### config.mk
export PLATFORM = sky130hd
export DESIGN_NAME = c1126_sym_tx
export DESIGN_NICKNAME = d
export VERILOG_FILES = /design/src/rtl/c1126_pkg.sv /design/src/rtl/c1126_gap_timer.sv /design/src/rtl/c1126_sym_tx.sv
export SDC_FILE = /design/constraint.sdc
export NUM_CORES = 1
export LEC_CHECK = 0
export ABC_AREA = 1
export BUFFER_PORTS_ARGS = -buffer_cell sky130_fd_sc_hd__buf_2
export CORE_ASPECT_RATIO = 1.2
export CORE_UTILIZATION = 53
export DETAILED_ROUTE_END_ITERATION = 16
export GPL_TIMING_DRIVEN = 0
export PLACE_DENSITY_LB_ADDON = 0.15
export RECOVER_POWER = 100
export SYNTH_ARGS = -nofsm -noshare
export SYNTH_HDL_FRONTEND = slang
export SYNTH_SLANG_ARGS = --single-unit
export TNS_END_PERCENT = 10
### constraint.sdc
create_clock -name clk -period 1.57 [get_ports clk]
set_input_delay 0.157 -clock clk [delete_from_list [all_inputs] [get_ports clk]]
set_output_delay 0.157 -clock clk [all_outputs]
set_load 0.05 [all_outputs]
### src/rtl/c1126_pkg.sv
// rtl/c1126_pkg.sv - shared symbol codes and FSM states for the c1126 3-bit symbol link
package c1126_pkg;

  // Link symbols {in2,in1,in0}
  localparam logic [2:0] SYM_IDLE     = 3'b000;
  localparam logic [2:0] SYM_SOF      = 3'b010;
  localparam logic [2:0] SYM_EOF      = 3'b001;
  // Data and parity symbols carry this tag bit; the low bits are the payload
  localparam logic [2:0] SYM_DATA_TAG = 3'b100;

  typedef enum logic [2:0] {
    ST_IDLE   = 3'd0,
    ST_SOF    = 3'd1,
    ST_DATA   = 3'd2,
    ST_PARITY = 3'd3,
    ST_EOF    = 3'd4,
    ST_GAP    = 3'd5
  } state_t;

  // Data symbol: tag bit plus one payload bit pair {d[2k+1], d[2k]}
  function automatic logic [2:0] data_sym(input logic [1:0] pair);
    return SYM_DATA_TAG | {1'b0, pair};
  endfunction

  // Parity symbol: tag bit, a zero, then the parity bit
  function automatic logic [2:0] parity_sym(input logic p);
    return SYM_DATA_TAG | {2'b00, p};
  endfunction

endpackage

### src/rtl/c1126_gap_timer.sv
// rtl/c1126_gap_timer.sv - loadable down-counter with zero flag, shared by data index and idle gap
module c1126_gap_timer #(
  parameter int W = 2
) (
  input  logic         clk,
  input  logic         rst,
  input  logic         load,
  input  logic [W-1:0] load_val,
  input  logic         dec,
  output logic         done
);

  logic [W-1:0] cnt;

  // Load has priority over decrement; the count saturates at zero
  always_ff @(posedge clk or negedge rst) begin
    if (!rst) begin
      cnt <= '0;
    end else if (load) begin
      cnt <= load_val;
    end else if (dec && (cnt != '0)) begin
      cnt <= cnt - 1'b1;
    end
  end

  assign done = (cnt == '0);

endmodule

### src/rtl/c1126_sym_tx.sv
// rtl/c1126_sym_tx.sv - c1126 symbol transmitter; optional parity symbol via C1126_SYM_TX_PARITY_EN
module c1126_sym_tx
  import c1126_pkg::*;
#(
  parameter int DATA_W     = 4,
  parameter int GAP_CYCLES = 2,
  parameter int CNT_W      = 8
) (
  input  logic              clk,
  input  logic              rst,
  input  logic [DATA_W-1:0] data_in,
  input  logic              data_valid,
  output logic              data_ready,
  output logic [2:0]        sym_out,
  output logic              busy,
  output logic [CNT_W-1:0]  frame_cnt
);

  localparam int NPAIR   = DATA_W / 2;
  // One counter serves both the data-symbol index and the idle gap
  localparam int TMR_MAX = (NPAIR > GAP_CYCLES) ? NPAIR : GAP_CYCLES;
  localparam int TMR_W   = $clog2(TMR_MAX + 1);
  localparam logic [TMR_W-1:0] DATA_LOAD = TMR_W'(NPAIR - 1);
  localparam logic [TMR_W-1:0] GAP_LOAD  = (GAP_CYCLES > 0) ? TMR_W'(GAP_CYCLES - 1) : '0;

  state_t            state;
  state_t            next_state;
  logic [DATA_W-1:0] shreg;
  logic [DATA_W-1:0] shreg_next;
  logic [2:0]        sym_next;
  logic              take;
  logic              tmr_load;
  logic              tmr_dec;
  logic [TMR_W-1:0]  tmr_val;
  logic              tmr_done;
`ifdef C1126_SYM_TX_PARITY_EN
  logic              parity;
`endif

  assign take = data_valid && (state == ST_IDLE);

  c1126_gap_timer #(
    .W (TMR_W)
  ) u_timer (
    .clk      (clk),
    .rst      (rst),
    .load     (tmr_load),
    .load_val (tmr_val),
    .dec      (tmr_dec),
    .done     (tmr_done)
  );

  // State register; reset abandons any frame in flight
  always_ff @(posedge clk or negedge rst) begin
    if (!rst) begin
      state <= ST_IDLE;
    end else begin
      state <= next_state;
    end
  end

  // Frame sequencing: SOF, data pairs, optional parity, EOF, gap
  always_comb begin
    next_state = state;
    case (state)
      ST_IDLE:   if (data_valid) next_state = ST_SOF;
      ST_SOF:    next_state = ST_DATA;
`ifdef C1126_SYM_TX_PARITY_EN
      ST_DATA:   if (tmr_done) next_state = ST_PARITY;
`else
      ST_DATA:   if (tmr_done) next_state = ST_EOF;
`endif
      ST_PARITY: next_state = ST_EOF;
      ST_EOF:    next_state = (GAP_CYCLES == 0) ? ST_IDLE : ST_GAP;
      ST_GAP:    if (tmr_done) next_state = ST_IDLE;
      default:   next_state = ST_IDLE;
    endcase
  end

  // Handshake flags, timer control, shift-register update and the symbol of the next state
  always_comb begin
    data_ready = (state == ST_IDLE);
    busy       = (state != ST_IDLE);
    tmr_load   = 1'b0;
    tmr_dec    = 1'b0;
    tmr_val    = DATA_LOAD;
    shreg_next = shreg;
    case (state)
      ST_IDLE: if (take) shreg_next = data_in;
      ST_SOF:  tmr_load = 1'b1;
      ST_DATA: begin
        tmr_dec    = 1'b1;
        shreg_next = shreg << 2;
      end
      ST_EOF: begin
        tmr_load = 1'b1;
        tmr_val  = GAP_LOAD;
      end
      ST_GAP:  tmr_dec = 1'b1;
      default: ;
    endcase

    // sym_out is registered, so it is built from the state being entered
    sym_next = SYM_IDLE;
    case (next_state)
      ST_SOF:    sym_next = SYM_SOF;
      ST_DATA:   sym_next = data_sym(shreg_next[DATA_W-1 -: 2]);
`ifdef C1126_SYM_TX_PARITY_EN
      ST_PARITY: sym_next = parity_sym(parity);
`endif
      ST_EOF:    sym_next = SYM_EOF;
      default:   sym_next = SYM_IDLE;
    endcase
  end

  // Payload shift register, symbol flop and completed-frame counter
  always_ff @(posedge clk or negedge rst) begin
    if (!rst) begin
      shreg     <= '0;
      sym_out   <= SYM_IDLE;
      frame_cnt <= '0;
    end else begin
      shreg   <= shreg_next;
      sym_out <= sym_next;
      if (state == ST_EOF) frame_cnt <= frame_cnt + 1'b1;
    end
  end

`ifdef C1126_SYM_TX_PARITY_EN
  // Even parity over the whole word, taken at capture since the shift register is consumed
  always_ff @(posedge clk or negedge rst) begin
    if (!rst) begin
      parity <= 1'b0;
    end else if (take) begin
      parity <= ^data_in;
    end
  end
`endif

endmodule

# Yosys cells after proc, flatten, opt, wreduce, memory -nomap -nowiden

Cells that the tools add are included.

Register bits after elaboration: 20
Output and inout bits: 13

$add $sub $neg: 2
Eq/ne operators: 9
Mux-type cells: 11
Reductions and logical operators: 11

Operators with widths:

| operator                                             | count |
|---|---|
| case mux 3 bit (6 select lines)                      | 1 |
| equality test 3 x 2 -> 1 bit (second input constant) | 3 |
| equality test 3 bit (second input constant)          | 3 |
| two-way mux 3 bit                                    | 3 |
| case mux 3 bit (3 select lines)                      | 1 |
| adder 8 x 1 -> 8 bit (second input constant)         | 1 |
| case mux 4 bit (2 select lines)                      | 1 |
| equality test 3 x 1 -> 1 bit (second input constant) | 2 |
| nonzero test 2 bit                                   | 3 |
| two-way mux 2 bit                                    | 2 |
| two-way mux 4 bit                                    | 1 |
| OR reduction 2 bit                                   | 2 |
| logical NOT 3 bit                                    | 1 |
| nonzero test 3 bit                                   | 1 |
| logical AND 1 bit                                    | 2 |
| logical NOT 2 bit                                    | 1 |
| two-way mux 1 bit                                    | 2 |
| != test 2 x 1 -> 1 bit (second input constant)       | 1 |
| AND reduction 2 bit                                  | 1 |
| subtractor 2 x 1 -> 2 bit (second input constant)    | 1 |

# Longest topological paths before layout

Depth in word-level cells: 6
Depth in mapped cells: 8
Gate-level depth less buffers: 8

# By module

Synthesis repeated with hierarchy kept, for this count alone.

Cells, all modules: 127
Area, all modules: 1,017.2 sq um

By module, submodules not included:

| module          | times used | cells each | area each (sq um) | sequential area each (sq um) |
|---|---|---|---|---|
| c1126_sym_tx    | 1          | 108        | 889.6             | 450.4 |
| c1126_gap_timer | 1          | 19         | 127.6             | 50.0 |

# Worst setup path before layout

Ideal clock, no wire load.

Path kind: register to register
Start: reg frame_cnt[0]
End: reg frame_cnt[4]
Arrival: 1,310 ps
Path slack: 133 ps
Cell stages (with the launch flop): 6
Period minus slack after synthesis: 1,437 ps
Cell sequence: dfrtp_1 ha_1 nand3_1 xor2_1 nand2_1 o21ai_0

Word-level cells in the longest chain between the ends: 1

Ends and longest elaborated chain:

| element                  | RTL line            | RTL |
|---|---|---|
| start: declaration       | c1126_sym_tx.sv:16  | `output logic [CNT_W-1:0] frame_cnt` |
| start signal: assignment | c1126_sym_tx.sv:125 | `if (state == ST_EOF) frame_cnt <= frame_cnt + 1'b1;` |
| adder 8 x 1 -> 8 bit     | c1126_sym_tx.sv:125 |  |

No other way between the ends.
A chain may end at the register's enable or synchronous reset.

# Worst setup path in the final report

Start: reg state[2]
End: out busy

Word-level cells in the longest chain between the ends: 1

Ends and longest elaborated chain:

| element                  | RTL line           | RTL |
|---|---|---|
| start: declaration       | c1126_sym_tx.sv:26 | `state_t state;` |
| start signal: assignment | c1126_sym_tx.sv:58 | `state <= next_state;` |
| nonzero test 3 bit       | c1126_sym_tx.sv:83 | `busy = (state != ST_IDLE);` |
| end: declaration         | c1126_sym_tx.sv:15 | `output logic busy,` |

No other way between the ends.

==> metrics.txt <==
pwr dens=2170 nW/um^2; Worst Hold Launch=data_in[1]; Die Y=49.9 um; Worst EP arrival=1350 ps; Hold WS=85.7 ps; Yosys cell types=20; DRC=0; worst slew pin tran=599 ps; Avg Cell Area, Syn=8.17 um^2; Area growth syn-to-layout=14.8%; cell area after layout=1160 um^2; I/O pin count=20; final std cells w/o fill=167; WL per Instance=11.8 um; status=complete, no violations; post-place instance area=1130 um^2; Startpoint Class=flip-flop; largest net degree at the start of global routing=21; RSZ-0062 raised after global routing=false; fin crit share=0.962; GRT Total Usage=0.217; core area=1700 um^2; DRT antenna net count=0; Worst setup EP type=primary output; Util after Layout=0.684; ratio of cells with drive above 1 in the final layout=0.148; worst min path class=in -> reg; pre-CTS setup slack=318 ps; Antenna Cells=0; fin worst setup slack=59.0 ps; crit path kind=reg -> out; vias in the first global route=811; # port buffers=19; Post-Syn Area=1010 um^2; routed wire length=1980 um; sequential element share of the synthesized area=0.494; crit path time final=1510 ps; Yosys warning count=0; CTS Buffer Depth=2; first-pass GRT wire length=3420 um; CTS H-tree lvls=1; most frequent cells in the layout=nand2_1, inv_1, dfrtp_1; DR vias=881; Slew headroom=0.603; Critical path origin=state[2]$_DFF_PN0_; Worst-Skew Late Latency=300 ps; CTS tree=built; post-DP HPWL=1440 um; Sum Neg Setup Slack=0 ps; Via density=5.28; CTS sink cnt=20; die width=41.9 um; Clock transition at path regs=100 ps; Worst EP required=1410 ps; Final setup viols=0; total gr overflow=0; Max Cap Violations=0; Iter 0 DRT Violations=12; dpl cells=161; Mapped Cells=124; NumNets Final=160; initial antenna violation count=0; Fin. Hold Viols=0; critical path peak fanout=7; GPL Wtd Cong=0.804; Pleak=0.616 nW; die area=2090 um^2; clock root cell=clkbuf_4; Post-Syn Nets=133; Final Power=2.52 mW; Max Slew Vio Count=0; TritonCTS Buffers=3; Worst Skew=1.53 ps; Critical R2R Launch=state[1]$_DFF_PN0_; synthesis-stage register bit count=20; DRT Pass-1 Iters=4; fmax=0.662 GHz; Row Count=16; worst vdd ir=0.00120 V; commonest non-fill, non-tap cell in the layout=nand2_1; Starting Density=0.596
synth_stat cells:
cell type   n  share of area
nand2_1    37           0.14
dfrtp_1    20           0.49
inv_1      18          0.067
nand3_1    15          0.074
nor2_1      7          0.026
inv_2       3          0.011
nand2_2     3          0.019
nand4_1     3          0.019
o21ai_0     3          0.015
and3_1      2          0.012
ha_1        2          0.025
nor2_4      2          0.022
xnor2_1     2          0.017
a21oi_1     1         0.0049
nand3_4     1          0.017
nor2_2      1         0.0062
nor3_2      1         0.0099
o211ai_1    1         0.0074
o21ai_2     1         0.0086
xor2_1      1         0.0086
layer usage:
metal | vias to the layer above | GRT usage | part of all wire
met4 | 0 | 0.140 | 0.030
met5 | - | 0 | 0
met3 | 7 | 0.0220 | 0.036
met2 | 29 | 0.365 | 0.52
li1 | 441 | - | -
met1 | 404 | 0.262 | 0.42
final timing paths:
| path | to | slack (ps) | depth (start not counted) |
|---|---|---|---|
| max | busy | 60 | 5 |
| min reg2reg | u_timer.cnt[0]$_DFFE_PN0P_ | 500 | 1 |
| min | shreg[1]$_DFFE_PN0P_ | 90 | 3 |
| max in group asynchronous | state[2]$_DFF_PN0_ | 910 | 2 |
| max reg2reg | frame_cnt[5]$_DFFE_PN0N_ | 210 | 6 |
| min in group asynchronous | frame_cnt[7]$_DFFE_PN0N_ | 320 | 2 |
power by group:
part | total (mW) | switching [mW] | internal [mW] | leakage [nW]
registers | 0.901 | 0.180 | 0.721 | 0.251
logic | 1.39 | 0.999 | 0.387 | 0.351
clock network | 0.237 | 0.147 | 0.0894 | 0.0138
total | 2.52 | 1.33 | 1.20 | 0.616
final cells by class:
class	count	area, um^2
multi-input cells	83	427
flip-flops and latches	20	503
fillers	171	538
well taps	18	22.5
inverters	21	81.3
clock buffers	3	22.5
repair buffers	22	108
sequential cells by signal (all words and copies together) (netlist names):
| register | cells |
|---|---|
| frame_cnt | 8 |
| shreg | 4 |
| state | 3 |
| sym_out | 3 |
| u_timer.cnt | 2 |
what timing repair did:
| item | CTS | global route |
|---|---|---|
| buffers inserted | 0 | 2 |
| endpoints found under the hold margin | 20 | 0 |
| setup endpoints to repair | 1 | 2 |
| resized for setup | 1 | 5 |
| hold buffers | 1 | 0 |
| pin swaps | 0 | 1 |
cells by family (layout without fill, tap and decap cells):
kind of cell / after synthesis / after routing / share of synthesized area
buffers and inverters: 21 / 46 / 0.0778
flip-flops: 20 / 20 / 0.494
adder cells (fa/ha/maj): 2 / 2 / 0.0247
AO/OA/AOI/OAI: 6 / 6 / 0.0358
AND/OR/NAND/NOR: 72 / 72 / 0.342
XOR/XNOR: 3 / 3 / 0.0259
worst max-delay path, cell delays in order (launching register included):
cell and delay (ps):
dfrtp_2 470, inv_4 100, nand2_2 80, nor2_4 170
inv_1 60, buf_4 180
No activity file was read; power rests on OpenSTA's default activity.
